## src/rtl/seq_if.sv

```systemverilog
// Handshake and config bundle between the AXI config block,
// the sequence scheduler and the RAM-to-register loader.
interface seq_if #(
  parameter int AW = 10,
  parameter int SW = 16
);
  logic          start;
  logic          stop;
  logic [AW-1:0] cfg_base;
  logic [SW-1:0] cfg_steps;
  logic [31:0]   cfg_period;
  logic          cfg_loop;
  logic [AW-1:0] read_addr;
  logic          read_trigger;
  logic          seq_load;
  logic [SW-1:0] step_idx;
  logic          busy;
  logic          done;
  logic          aborted;

  modport master (
    output start, stop, cfg_base, cfg_steps,
    output cfg_period, cfg_loop,
    input  read_addr, read_trigger, seq_load,
    input  step_idx, busy, done, aborted
  );

  modport slave (
    input  start, stop, cfg_base, cfg_steps,
    input  cfg_period, cfg_loop,
    output read_addr, read_trigger, seq_load,
    output step_idx, busy, done, aborted
  );
endinterface

```

## src/rtl/seq_scheduler.sv

```systemverilog
// Steps the sequence engine through per-step register sets in RAM:
// trigger loader, wait load latency, apply, dwell, advance.
module seq_scheduler #(
  parameter int REG_NUM  = 10,
  parameter int BUF_NUM  = 80,
  parameter int LOAD_LAT = REG_NUM + 3,
  parameter int SW       = 16
) (
  input logic clk,
  input logic rst,
  seq_if.slave bus
);
  localparam int AW = $clog2(REG_NUM * BUF_NUM);

  typedef enum logic [2:0] {
    IDLE, TRIG, LOAD, DWELL, DONE
  } state_t;

  state_t        state, state_n;
  logic [31:0]   cnt, cnt_n;
  logic [SW-1:0] idx, idx_n;
  logic [AW-1:0] addr, addr_n;
  logic [AW-1:0] base_q;
  logic [SW-1:0] steps_q;
  logic [31:0]   per_m1_q;
  logic          loop_q;
  logic          latch;
  logic          more;
  logic          act;
  logic          kill;

  assign act  = (state != IDLE);
  assign kill = rst | bus.stop;
  assign more = ((idx + SW'(1)) < steps_q);

  always_ff @(posedge clk) begin
    if (rst) begin
      state    <= IDLE;
      cnt      <= '0;
      idx      <= '0;
      addr     <= '0;
      base_q   <= '0;
      steps_q  <= '0;
      per_m1_q <= '0;
      loop_q   <= 1'b0;
    end else begin
      state <= state_n;
      cnt   <= cnt_n;
      idx   <= idx_n;
      addr  <= addr_n;
      if (latch) begin
        base_q   <= bus.cfg_base;
        steps_q  <= bus.cfg_steps;
        per_m1_q <= (bus.cfg_period == 32'd0) ?
                    32'd0 : bus.cfg_period - 32'd1;
        loop_q   <= bus.cfg_loop;
      end
    end
  end

  always_comb begin
    state_n = state;
    cnt_n   = cnt;
    idx_n   = idx;
    addr_n  = addr;
    latch   = 1'b0;
    unique case (state)
      IDLE: begin
        unique case (1'b1)
          bus.start && !bus.stop &&
          (bus.cfg_steps != '0): begin
            latch   = 1'b1;
            state_n = TRIG;
            idx_n   = '0;
            addr_n  = bus.cfg_base;
          end
          bus.start && !bus.stop &&
          (bus.cfg_steps == '0): begin
            latch   = 1'b1;
            state_n = DONE;
          end
          default: ;
        endcase
      end
      TRIG: begin
        state_n = LOAD;
        cnt_n   = 32'(LOAD_LAT - 1);
      end
      LOAD: begin
        if (cnt == 32'd0) begin
          state_n = DWELL;
          cnt_n   = per_m1_q;
        end else begin
          cnt_n = cnt - 32'd1;
        end
      end
      DWELL: begin
        if (cnt == 32'd0) begin
          unique case (1'b1)
            more: begin
              state_n = TRIG;
              idx_n   = idx + SW'(1);
              addr_n  = addr + AW'(REG_NUM);
            end
            !more && loop_q: begin
              state_n = TRIG;
              idx_n   = '0;
              addr_n  = base_q;
            end
            default: state_n = DONE;
          endcase
        end else begin
          cnt_n = cnt - 32'd1;
        end
      end
      DONE:    state_n = IDLE;
      default: state_n = IDLE;
    endcase
    // Abort overrides any step decision; the loader finishes by itself.
    if (bus.stop && act) begin
      state_n = IDLE;
      idx_n   = '0;
      addr_n  = '0;
    end
  end

  assign bus.read_addr    = addr;
  assign bus.step_idx     = idx;
  assign bus.busy         = act;
  assign bus.read_trigger = (state == TRIG) && !kill;
  assign bus.seq_load     = (state == DWELL) &&
                            (cnt == per_m1_q) && !kill;
  assign bus.done         = (state == DONE) && !kill;
  assign bus.aborted      = bus.stop && act && !rst;
endmodule
```

## src/flat_wrapper.sv

```systemverilog
// flat-port wrapper written by rule: the top's interface ports become plain ports
module seq_scheduler_flat 
#(
  parameter int REG_NUM  = 10,
  parameter int BUF_NUM  = 80,
  parameter int LOAD_LAT = REG_NUM + 3,
  parameter int SW       = 16
)
  (clk, rst, bus_start, bus_stop, bus_cfg_base, bus_cfg_steps, bus_cfg_period, bus_cfg_loop, bus_read_addr, bus_read_trigger, bus_seq_load, bus_step_idx, bus_busy, bus_done, bus_aborted);
  seq_if #(.SW(SW)) bus_i ();
  input logic clk;
  input logic rst;
  input wire logic [$bits(bus_i.start)-1:0] bus_start;
  input wire logic [$bits(bus_i.stop)-1:0] bus_stop;
  input wire logic [$bits(bus_i.cfg_base)-1:0] bus_cfg_base;
  input wire logic [$bits(bus_i.cfg_steps)-1:0] bus_cfg_steps;
  input wire logic [$bits(bus_i.cfg_period)-1:0] bus_cfg_period;
  input wire logic [$bits(bus_i.cfg_loop)-1:0] bus_cfg_loop;
  output wire logic [$bits(bus_i.read_addr)-1:0] bus_read_addr;
  output wire logic [$bits(bus_i.read_trigger)-1:0] bus_read_trigger;
  output wire logic [$bits(bus_i.seq_load)-1:0] bus_seq_load;
  output wire logic [$bits(bus_i.step_idx)-1:0] bus_step_idx;
  output wire logic [$bits(bus_i.busy)-1:0] bus_busy;
  output wire logic [$bits(bus_i.done)-1:0] bus_done;
  output wire logic [$bits(bus_i.aborted)-1:0] bus_aborted;
  assign bus_i.start = bus_start;
  assign bus_i.stop = bus_stop;
  assign bus_i.cfg_base = bus_cfg_base;
  assign bus_i.cfg_steps = bus_cfg_steps;
  assign bus_i.cfg_period = bus_cfg_period;
  assign bus_i.cfg_loop = bus_cfg_loop;
  assign bus_read_addr = bus_i.read_addr;
  assign bus_read_trigger = bus_i.read_trigger;
  assign bus_seq_load = bus_i.seq_load;
  assign bus_step_idx = bus_i.step_idx;
  assign bus_busy = bus_i.busy;
  assign bus_done = bus_i.done;
  assign bus_aborted = bus_i.aborted;
  seq_scheduler #(.REG_NUM(REG_NUM), .BUF_NUM(BUF_NUM), .LOAD_LAT(LOAD_LAT), .SW(SW)) u_core (.clk(clk), .rst(rst), .bus(bus_i));
endmodule
```

## config.mk

```make
export PLATFORM = sky130hd
export DESIGN_NAME = seq_scheduler_flat
export DESIGN_NICKNAME = d
export VERILOG_FILES = /design/src/rtl/seq_if.sv /design/src/rtl/seq_scheduler.sv /design/src/flat_wrapper.sv
export SDC_FILE = /design/constraint.sdc
export NUM_CORES = 1
export LEC_CHECK = 0
export CAP_MARGIN = 10
export CORE_ASPECT_RATIO = 1.4
export CORE_MARGIN = 4
export CORE_UTILIZATION = 55
export DETAILED_ROUTE_END_ITERATION = 6
export PLACE_DENSITY_LB_ADDON = 0.05
export REMOVE_ABC_BUFFERS = 1
export SYNTH_ARGS = -nofsm -noshare
export SYNTH_HDL_FRONTEND = slang
export SYNTH_SLANG_ARGS = --single-unit
```

## constraint.sdc

```tcl
create_clock -name clk -period 5.3 [get_ports clk]
set_clock_uncertainty 0.1 [all_clocks]
set_input_delay 0.795 -clock clk [delete_from_list [all_inputs] [get_ports clk]]
set_output_delay 0.795 -clock clk [all_outputs]
set_load 0.1 [all_outputs]
```

==> run metrics, run 1 <==
floorplan core area=~0.012 mm^2; total number of vias=7070; reg2reg end=u_core.bus.step_idx[6]$_SDFFE_PP0P_; total of buffers placed on input and output ports=93; worst max-slew margin expressed relative to the limit=between 30 and 40%; number of CTS-inserted buffers=17; data required time at the worst endpoint=approximately 4400 ps; hold-fix buffer count after cts=0; iteration count of the initial detailed-routing pass=5; area share of xor/xnor cells in the synthesized design=between 10 and 15%; result of the run=finished, final reports clean; global-route usage over all layers=27.73%; Post-synth EDFFs=0; CTS resizes=0; Hold Path Class=flop to flop; clock period minus worst slack=4236 ps; flip-flop and latch count after synthesis=120; aggregate global routing overflow=0; non-filler cells in the finished layout=1152; sequential-to-total area share from yosys stat=~34%; final core occ=slightly below 70%; Sinks on Clock Net=120; CTS root buffer=sky130_fd_sc_hd__clkbuf_16; RD Place Congestion=between 0.9 and 1; worst-case register-to-register setup slack=~1200 ps; startpoint of the lowest-slack register-to-register path=u_core.bus.step_idx[2]$_SDFFE_PP0P_; Post-Synthesis Mean Instance Area=a little under 8 um^2; ratio of final minimum period to clock period=79.92%; Top-Level Pins=94; maximum fanout along the worst path=19; pin count of the biggest net entering global routing=46; setup repair bufs after CTS=0; most common cell after layout, fill and taps aside=sky130_fd_sc_hd__nand2_1; startpoint of the lowest-slack hold path=u_core.base_q[3]$_SDFFE_PP0P_; estimated wirelength of the detail-placed design=roughly 15000 um; Synth-to-Final Area Change=21.94%; cell type with the largest total area after synthesis=sky130_fd_sc_hd__dfxtp_1; WHS Path Cells=2; Reg clk slew, reported paths=50 ps; met1 layer wirelength in the final routing=between 7000 and 8000 um; post-route ant nets=0; level count of the clock H-tree=4; number of unique standard cell types used by synthesis=58; post-DR vias/cell=6.137; via count of the first global-routing pass=6799; critical path class=flop to output port; async set or reset register ratio after synthesis=0%; total placed instance area=0.008025 mm^2; most used cells in the layout excluding fill and tap cells=sky130_fd_sc_hd__nand2_1, sky130_fd_sc_hd__dfxtp_1, sky130_fd_sc_hd__clkdlybuf4s50_1, sky130_fd_sc_hd__a21oi_1, sky130_fd_sc_hd__nor2_1; Final Hold Slack=353.6 ps; number of cells traversed by the worst register-to-register path=13; Worst Max-Slew Pin Slew=983.5 ps; share of synthesized cell area in full adder, half adder and majority cells=3.386%; length of routed met3 wiring=between 1000 and 1500 um; RSZ-0062 raised after global routing=no; number of maximum-capacitance constraint violations=0; Initial Util=~56%; share of synthesized cell area in and, or, nand and nor gates=roughly a quarter; portion of netlist area occupied by mux cells=less than 1%; share of the synthesized area in compound gates (AO/OA/AOI/OAI)=around a fifth; data arrival time of the critical path=3340 ps; Top FF cell, synth=sky130_fd_sc_hd__dfxtp_1; highest signal layer in the routed design=met4; Avg WL per Cell=about 18 um; IR Drop Worst-Case VDD=around 0.19 mV; combinational family with the most area after synthesis=simple AND/OR/NAND/NOR gates; leakage power figure=between 3 and 4 nW; Mapped Area=0.007020 mm^2; Die H=about 140 um; placed insts=1120; worst-case clock buffer depth=2; end point of the most critical hold path=u_core.base_q[3]$_SDFFE_PP0P_; DRT iter0 DRCs=470; fraction of post-synthesis cell area in the top cell type by area=around a third; latest clock arrival within the worst-skew pair=410 ps; count of yosys warnings during synthesis=0; layout cell share with drive strength beyond 1=5.589%; Total Neg Setup Slack=0 ps; PD cells=325.8 mW/mm^2; Core Rows=between 40 and 50; Highest Clock Rate=about 240 MHz; amount of wire on met2 after detailed routing=10490 um; final slew viol count=0; clock tree from TritonCTS=yes; final hold violations=0; top post-synthesis cells by area=sky130_fd_sc_hd__dfxtp_1, sky130_fd_sc_hd__nand2_1, sky130_fd_sc_hd__xor2_1; DRT Wirelength=between 20000 and 25000 um; global-route wire length before repair=~32000 um; # diodes=0; Synth Instances=just over 900; finished layout cell area=0.008561 mm^2; Remaining DRCs=0; number of antenna violations at the first check in global routing=0; kind of launch point of the worst setup path=flop; chip width=~100 um; net count reported at finish=between 1000 and 1500; count of endpoints failing setup in the final report=0; floorplan die area=between 0.01 and 0.015 mm^2; Crit. End Element=output port
-- synth_stat cells, types with 9 or more instances --
| cell type | number |
|---|---|
| sky130_fd_sc_hd__a211oi_1 | 11 |
| sky130_fd_sc_hd__a21oi_1 | 73 |
| sky130_fd_sc_hd__a221oi_1 | 10 |
| sky130_fd_sc_hd__a22o_1 | 13 |
| sky130_fd_sc_hd__clkbuf_1 | 37 |
| sky130_fd_sc_hd__dfxtp_1 | 120 |
| sky130_fd_sc_hd__ha_1 | 19 |
| sky130_fd_sc_hd__inv_1 | 32 |
| sky130_fd_sc_hd__nand2_1 | 134 |
| sky130_fd_sc_hd__nand3_1 | 24 |
| sky130_fd_sc_hd__nand4_1 | 9 |
| sky130_fd_sc_hd__nor2_1 | 72 |
| sky130_fd_sc_hd__nor3_1 | 45 |
| sky130_fd_sc_hd__nor4_1 | 28 |
| sky130_fd_sc_hd__o21ai_0 | 62 |
| sky130_fd_sc_hd__o31ai_1 | 10 |
| sky130_fd_sc_hd__or3_1 | 14 |
| sky130_fd_sc_hd__xnor2_1 | 40 |
| sky130_fd_sc_hd__xor2_1 | 53 |
-- per-layer routing --
layer | track usage [%] | vias up
met2 | 49.50 | 291
met4 | 14.87 | 0
met3 | 4.820 | 62
met5 | 0 | -
li1 | - | 3415
met1 | 30.25 | 3302
-- final cells by class --
cell class	instances	area (um^2)
inverters	32	120.1
clock buffers	24	461.7
clock inverters	8	73.82
multi-input cells	714	4309
fillers	1055	3871
repair buffers	104	1006
well taps	150	187.7
flip-flops and latches	120	2402
-- sequential cells by signal, summed over array words and instances, names as in the netlist --
name,count
u_core.cnt,32
u_core.loop_q,1
u_core.bus.read_addr,10
u_core.bus.step_idx,16
u_core.per_m1_q,32
u_core.state,3
u_core.steps_q,16
u_core.base_q,10
-- cells by family after synthesis --
logic type | after synthesis
compound gates | 228
xor+xnor | 93
fa+ha+maj | 19
buf+inv | 79
flops | 120
mux | 3
simple gates | 371
-- critical path, stage by stage, from the launching register on --
cell                              delay (ps)
sky130_fd_sc_hd__dfxtp_1                 760
sky130_fd_sc_hd__inv_1                   220
sky130_fd_sc_hd__nor3_1                  390
sky130_fd_sc_hd__nor3b_1                 350
sky130_fd_sc_hd__clkdlybuf4s50_1        1210
-- power breakdown --
part / switching (W) / internal (W) / total, W
Sequential: 0.0000722 / 0.000960 / 0.00103
Combinational: 0.000444 / 0.000260 / 0.000705
Clock: 0.000398 / 0.000654 / 0.00105
Total: 0.000915 / 0.00187 / 0.00279
-- worst max path at each step --
stage | cells after the start | start | to | slack (ps)
2_1_floorplan | 5 | bus_stop | u_core.per_m1_q[31]$_SDFFE_PP0P_ | 300
3_3_place_gp | 10 | bus_cfg_period[0] | u_core.per_m1_q[7]$_SDFFE_PP0P_ | 1010
3_5_place_dp | 10 | bus_cfg_period[0] | u_core.per_m1_q[2]$_SDFFE_PP0P_ | 810
4_1_cts | 4 | u_core.state[0]$_SDFFE_PP0P_ | bus_read_trigger | 1110
5_1_grt | 14 | u_core.bus.step_idx[4]$_SDFFE_PP0P_ | u_core.bus.read_addr[6]$_SDFFE_PP0P_ | 860
6_report | 4 | u_core.state[0]$_SDFFE_PP0P_ | bus_read_trigger | 1060
-- metrics by stage --
stage,setup slack [ps],total power (W)
floorplan,302.9,0.001512
global placement,1007,0.001726
detailed placement,812.1,0.001742
CTS,1106,0.002795
global route,859.5,0.002919
finish,1064,0.002789
No activity file was read; power rests on OpenSTA's default activity.
==> run 2, diff against run 1 <==
==> constraint.sdc (replaced) <==
create_clock -name clk -period 4.2 [get_ports clk]
set_clock_uncertainty 0.1 [all_clocks]
set_input_delay 0.63 -clock clk [delete_from_list [all_inputs] [get_ports clk]]
set_output_delay 0.63 -clock clk [all_outputs]
set_load 0.1 [all_outputs]
==> run 2 against run 1 <==
Worst setup slack worse by 690 ps. Via count is 0.82% higher. Register-to-register slack worse by 830 ps. Critical endpoint is now u_core.bus.read_addr[6]$_SDFFE_PP0P_. Final area is 1.4% higher. Highest routed layer unchanged. Sequential share of layout area is 0.39 points lower. First-iteration DRC count is 8.7% higher. Final cell count is 0.61% higher. Clock-buffer cell count is 1 lower. Sequential power is 26% higher. Core utilization is 0.98 points higher. Wire length is 2.4% higher.
==> run metrics, run 2 (same netlist as run 1, synthesis figures left out) <==
result of the run=finished, final reports clean; estimated wirelength of the detail-placed design=15060 um; floorplan die area=about 0.015 mm^2; Highest Clock Rate=~260 MHz; global-route wire length before repair=between 30000 and 40000 um; final hold violations=0; pin count of the biggest net entering global routing=46; area of the multi-input gates=~0.0043 mm^2; Worst Max-Slew Pin Slew=around 1000 ps; Fillers=1049; RD Place Congestion=between 0.9 and 1; sequential fraction of design power=between 30% and 40%; combinational share of power=24.6%; clock period minus worst slack=between 3000 and 4000 ps; global-route usage over all layers=between 20% and 30%; Remaining DRCs=0; non-filler cells in the finished layout=between 1000 and 1500; hold-fix buffer count after cts=0; final critical-path setup slack=around 370 ps; kind of launch point of the worst setup path=flop; CTS root buffer=sky130_fd_sc_hd__clkbuf_16; number of maximum-capacitance constraint violations=0; most used cells in the layout excluding fill and tap cells=sky130_fd_sc_hd__nand2_1, sky130_fd_sc_hd__dfxtp_1, sky130_fd_sc_hd__clkdlybuf4s50_1, sky130_fd_sc_hd__a21oi_1, sky130_fd_sc_hd__nor2_1; number of antenna violations at the first check in global routing=0; clock network fraction of design power=40.1%; iteration count of the initial detailed-routing pass=5; DRT Wirelength=20710 um; WHS Path Cells=2; slowest stage cell, crit path=sky130_fd_sc_hd__dfxtp_1; layout cell share with drive strength beyond 1=~7%; number of cells traversed by the worst register-to-register path=15; via count of the first global-routing pass=7000; Hold Path Class=flop to flop; switch share=32.19%; worst max-slew margin expressed relative to the limit=33.26%; most common cell after layout, fill and taps aside=sky130_fd_sc_hd__nand2_1; data required time at the worst endpoint=4360 ps; count of endpoints failing setup in the final report=0; # diodes=0; worst-case clock buffer depth=2; clock tree from TritonCTS=yes; maximum fanout along the worst path=14; CTS resizes=0; ratio of final minimum period to clock period=between 90% and 100%; RSZ-0062 raised after global routing=yes; Initial Util=a little under three fifths; DRT iter0 DRCs=a little over 500; Synth-to-Final Area Change=23.67%; Critical Path, Cell by Cell=ha_1 > and3_1 > and3_1 > nand2_1 > nor2_1 > xnor2_1 > ha_1 > nand4_1 > nor4_1 > a32oi_1 > a21boi_1 > buf_4 > mux2i_1 > o21a_1 > a21oi_1; net count reported at finish=~1100; Avg WL per Cell=~18 um; number of CTS-inserted buffers=17; max incr delay on CP=430 ps; internal power component=roughly 0.0025 W; PD cells=~420 mW/mm^2; placed insts=between 1000 and 1500; leakage power figure=approximately 3.3 nW; post-DR vias/cell=approximately 6.2; total number of vias=between 7000 and 8000; sequential cell area=~0.0024 mm^2; Reg clk slew, reported paths=roughly 60 ps; total of buffers placed on input and output ports=93; Sw Pwr=~0.0012 W; floorplan core area=0.01243 mm^2; Place WS=slightly below 400 ps; Top-Level Pins=between 90 and 100; latest clock arrival within the worst-skew pair=a little over 400 ps; IR Drop Worst-Case VDD=~0.24 mV; Die H=141.7 um; data arrival time of the critical path=3990 ps; Crit. End Element=flop; aggregate global routing overflow=0; final slew viol count=0; chip width=~100 um; post-route ant nets=0; biggest regs=u_core.cnt (32), u_core.per_m1_q (32); level count of the clock H-tree=4; Sinks on Clock Net=120; critical path class=flop to flop; Core Rows=48; setup repair bufs after CTS=0
-- run 2: cell types whose count changed in the layout (fill, tap and decap cells not counted), sizes merged --
cell / before / now
clkdlybuf4s50: 91 / 88
clkinv: 5 / 3
buf: 13 / 23
bufinv: 1 / 2
clkinvlp: 2 / 3
inv: 32 / 33
clkbuf: 24 / 23
-- run 2: through the flow --
stage / area, um^2 / total power [W] / TNS [ps] / util (%) / hold slack (ps)
4_1_cts: 8682 / 0.003690 / 0 / 69.84 / 353.8
2_1_floorplan: 6824 / 0.001908 / -28320 / - / 330.0
3_3_place_gp: 8070 / 0.002186 / 0 / 64.92 / 341.7
6_report: 8682 / 0.003687 / 0 / 69.84 / 351.6
5_1_grt: 8682 / 0.003854 / -8.120 / 69.84 / 368.6
3_5_place_dp: 8070 / 0.002210 / 0 / 64.92 / 347.0
-- run 2: path summary, 6_finish.rpt --
| path | from | endpoint | slack, ps |
|---|---|---|---|
| worst max register to register | u_core.bus.step_idx[0]$_SDFFE_PP0P_ | u_core.bus.read_addr[6]$_SDFFE_PP0P_ | 370 |
| worst max-delay path | u_core.bus.step_idx[0]$_SDFFE_PP0P_ | u_core.bus.read_addr[6]$_SDFFE_PP0P_ | 370 |
| worst min register to register | u_core.steps_q[4]$_SDFFE_PP0P_ | u_core.steps_q[4]$_SDFFE_PP0P_ | 350 |
| worst min-delay path | u_core.steps_q[4]$_SDFFE_PP0P_ | u_core.steps_q[4]$_SDFFE_PP0P_ | 350 |
-- run 2: power groups by stage --
stage	sequential [W]	clock [W]	combinational, W
6_report	0.00130	0.00148	0.000907
5_1_grt	0.00131	0.00156	0.000985
4_1_cts	0.00130	0.00149	0.000895
3_5_place_dp	0.00132	0	0.000887
3_3_place_gp	0.00132	0	0.000867
2_1_floorplan	0.00136	0	0.000552
-- run 2: area by class of cell --
class | count | share of cell area [%]
tap | 150 | 2.162
clock inverter | 9 | 1.311
clock buffer | 23 | 5.736
inverter | 32 | 1.383
sequential | 120 | 27.67
timing repair buffer | 111 | 12.11
multi-input combinational | 714 | 49.63
-- run 2: per-layer routing --
| metal | wire (um) | track usage [%] |
|---|---|---|
| met1 | 7807 | 31.01 |
| met2 | 10760 | 49.97 |
| met3 | 1224 | 4.230 |
| met4 | 910 | 14.73 |
| met5 | 0 | 0 |
-- run 2: critical path, delay by kind of cell (launching register included) --
kind	cells	cell delay [ps]
AOI/OAI and AO/OA	4	740
xor gates and xnor gates	1	120
adders and majority gates	2	570
buffers and inverters	1	270
DFF	1	430
muxes	1	200
and+or+nand+nor	6	1260
==> run 3, diff against run 2 <==
--- a/config.mk
+++ b/config.mk
@@ -9,7 +9,9 @@
 export CORE_ASPECT_RATIO = 1.4
 export CORE_MARGIN = 4
 export CORE_UTILIZATION = 55
+export CTS_BUF_LIST = sky130_fd_sc_hd__clkbuf_4
 export DETAILED_ROUTE_END_ITERATION = 6
+export GPL_TIMING_DRIVEN = 0
 export PLACE_DENSITY_LB_ADDON = 0.05
 export REMOVE_ABC_BUFFERS = 1
 export SYNTH_ARGS = -nofsm -noshare
==> constraint.sdc (replaced) <==
create_clock -name clk -period 4.2 [get_ports clk]
set_clock_uncertainty 0.1 [all_clocks]
set_input_delay 0.84 -clock clk [delete_from_list [all_inputs] [get_ports clk]]
set_output_delay 0.84 -clock clk [all_outputs]
set_load 0.1 [all_outputs]
==> run 3 against run 2 <==
First-iteration DRC count down 5.5%. Power fell by 21%. Critical path depth down 10. Sequential share of layout area rose by 1.1 points. Clock-buffer cell count down 5. Via count fell by 1.7%. Worst hold slack better by 7.6 ps. Core utilization decreased by 2.5 points. Critical endpoint is now bus_aborted. Combinational power shrank 0.4%. Maximum frequency fell by 3.2%. Highest routed layer unchanged. Non-clock buffer count down 11.
==> run metrics, run 3 (same netlist as run 1, synthesis figures left out) <==
post-DR vias/cell=6.110; floorplan core area=about 0.012 mm^2; placed insts=1114; global-route wire length before repair=around 32000 um; startpoint of the lowest-slack register-to-register path=u_core.bus.step_idx[0]$_SDFFE_PP0P_; reg2reg end=u_core.bus.step_idx[6]$_SDFFE_PP0P_; kind of launch point of the worst setup path=flop; Avg WL per Cell=17.23 um; amount of wire on met2 after detailed routing=between 10000 and 15000 um; Remaining DRCs=0; startpoint of the lowest-slack hold path=u_core.steps_q[4]$_SDFFE_PP0P_; final critical-path setup slack=about 240 ps; Crit. End Element=output port; layout cell share with drive strength beyond 1=just over 6%; level count of the clock H-tree=4; switch share=about 37%; WHS Path Cells=2; sequential cell area=~0.0024 mm^2; chip width=approximately 100 um; Die H=approximately 140 um; met1 layer wirelength in the final routing=approximately 7600 um; Highest Clock Rate=between 200 and 300 MHz; data required time at the worst endpoint=between 3000 and 4000 ps; DRT iter0 DRCs=483; estimated wirelength of the detail-placed design=14880 um; worst-case register-to-register setup slack=~350 ps; Tot Pwr=approximately 0.0029 W; result of the run=finished, final reports clean; critical path class=flop to output port; Reg clk slew, reported paths=90 ps; PD cells=347.1 mW/mm^2; Sinks on Clock Net=120; pin count of the biggest net entering global routing=38; length of routed met3 wiring=about 1100 um; Synth-to-Final Area Change=19.18%; ratio of final minimum period to clock period=about 94%; most common cell after layout, fill and taps aside=sky130_fd_sc_hd__nand2_1; clock tree from TritonCTS=yes; final hold violations=0; data arrival time of the critical path=3020 ps; combinational share of power=between 30% and 40%; final slew viol count=0; clock period minus worst slack=a little under 4000 ps; DRT Wirelength=about 20000 um; area of the multi-input gates=0.004383 mm^2; total of buffers placed on input and output ports=slightly above 90; count of endpoints failing setup in the final report=0; post-route ant nets=0; Core Rows=48; Top-Level Pins=94; maximum fanout along the worst path=13; worst max-slew margin expressed relative to the limit=a little over a fifth; iteration count of the initial detailed-routing pass=6; RD Place Congestion=~0.9; clock network fraction of design power=approximately a quarter; Hold Path Class=flop to flop; hold-fix buffer count after cts=0; Worst Max-Slew Pin Slew=between 1000 and 1500 ps; total number of vias=between 7000 and 8000; aggregate global routing overflow=0; leakage power figure=3.061 nW; CTS root buffer=sky130_fd_sc_hd__clkbuf_4; internal power component=approximately 0.0018 W; number of antenna violations at the first check in global routing=1; worst-case clock buffer depth=2; RSZ-0062 raised after global routing=no; Place WS=-473.3 ps; IR Drop Worst-Case VDD=0.2107 mV; global-route usage over all layers=about 28%; sequential fraction of design power=44.8%; Fillers=between 1000 and 1500; biggest regs=u_core.cnt (32), u_core.per_m1_q (32); Total Neg Setup Slack=0 ps; net count reported at finish=1067; end point of the most critical hold path=u_core.steps_q[4]$_SDFFE_PP0P_; via count of the first global-routing pass=roughly 7000; Sw Pwr=roughly 0.0011 W; number of cells traversed by the worst register-to-register path=14; latest clock arrival within the worst-skew pair=between 500 and 600 ps; highest signal layer in the routed design=met4; number of CTS-inserted buffers=17; Initial Util=between 50% and 60%; floorplan die area=about 0.015 mm^2; non-filler cells in the finished layout=roughly 1100; number of maximum-capacitance constraint violations=0; most used cells in the layout excluding fill and tap cells=sky130_fd_sc_hd__nand2_1, sky130_fd_sc_hd__dfxtp_1, sky130_fd_sc_hd__clkdlybuf4s50_1, sky130_fd_sc_hd__a21oi_1, sky130_fd_sc_hd__nor2_1
run 3: repair_timing:
item | in CTS | in global routing
resized for setup | 8 | 11
pin swaps | 0 | 2
setup endpoints to repair | 14 | 50
setup buffers | 0 | 2
run 3: metal layers:
layer | vias up | track usage (%)
met5 | - | 0
met4 | 0 | 12.41
met3 | 65 | 4.820
met2 | 247 | 49.93
met1 | 3284 | 30.85
li1 | 3412 | -
run 3: worst max-delay path, cell delays in order, from the launching register on:
cell and delay (ps):
sky130_fd_sc_hd__dfxtp_1 660, sky130_fd_sc_hd__inv_1 270, sky130_fd_sc_hd__nand2_1 190, sky130_fd_sc_hd__nand2_1 70, sky130_fd_sc_hd__nor2_1 140, sky130_fd_sc_hd__clkdlybuf4s50_1 1160
run 3: per-stage QoR:
stage | cell area [um^2] | util (%) | hold slack [ps]
6_report | 8367 | 67.30 | 359.2
5_1_grt | 8367 | 67.30 | 384.2
4_1_cts | 8280 | 66.61 | 360.3
3_5_place_dp | 8041 | 64.68 | 347.9
3_3_place_gp | 7943 | 63.89 | 342.1
2_1_floorplan | 6824 | - | 330.0
run 3: worst max-delay path by stage:
stage / depth (start not counted) / slack [ps] / from / endpoint
6_report: 5 / 240 / u_core.state[1]$_SDFFE_PP0P_ / bus_aborted
5_1_grt: 13 / 9 / u_core.bus.step_idx[0]$_SDFFE_PP0P_ / u_core.bus.step_idx[6]$_SDFFE_PP0P_
4_1_cts: 4 / 5 / u_core.state[0]$_SDFFE_PP0P_ / bus_read_trigger
3_5_place_dp: 5 / -470 / u_core.state[0]$_SDFFE_PP0P_ / bus_seq_load
3_3_place_gp: 6 / -4140 / bus_stop / u_core.per_m1_q[31]$_SDFFE_PP0P_
2_1_floorplan: 5 / -840 / bus_stop / u_core.per_m1_q[31]$_SDFFE_PP0P_
run 3: layout make-up:
class / count / share of cell area [%]
Antenna cell: 1 / 0.02991
Clock buffer: 18 / 1.615
Clock inverter: 12 / 1.047
Inverter: 32 / 1.436
Multi-Input combinational cell: 714 / 52.39
Sequential cell: 120 / 28.73
Tap cell: 150 / 2.243
Timing Repair Buffer: 100 / 12.52
run 3: power by group through the flow:
stage          logic (W)  registers [W]  clock network, W
6_report        0.000903        0.00130          0.000700
5_1_grt         0.000995        0.00131          0.000775
4_1_cts         0.000889        0.00130          0.000713
3_5_place_dp    0.000884        0.00132                 0
3_3_place_gp    0.000858        0.00132                 0
2_1_floorplan   0.000552        0.00136                 0
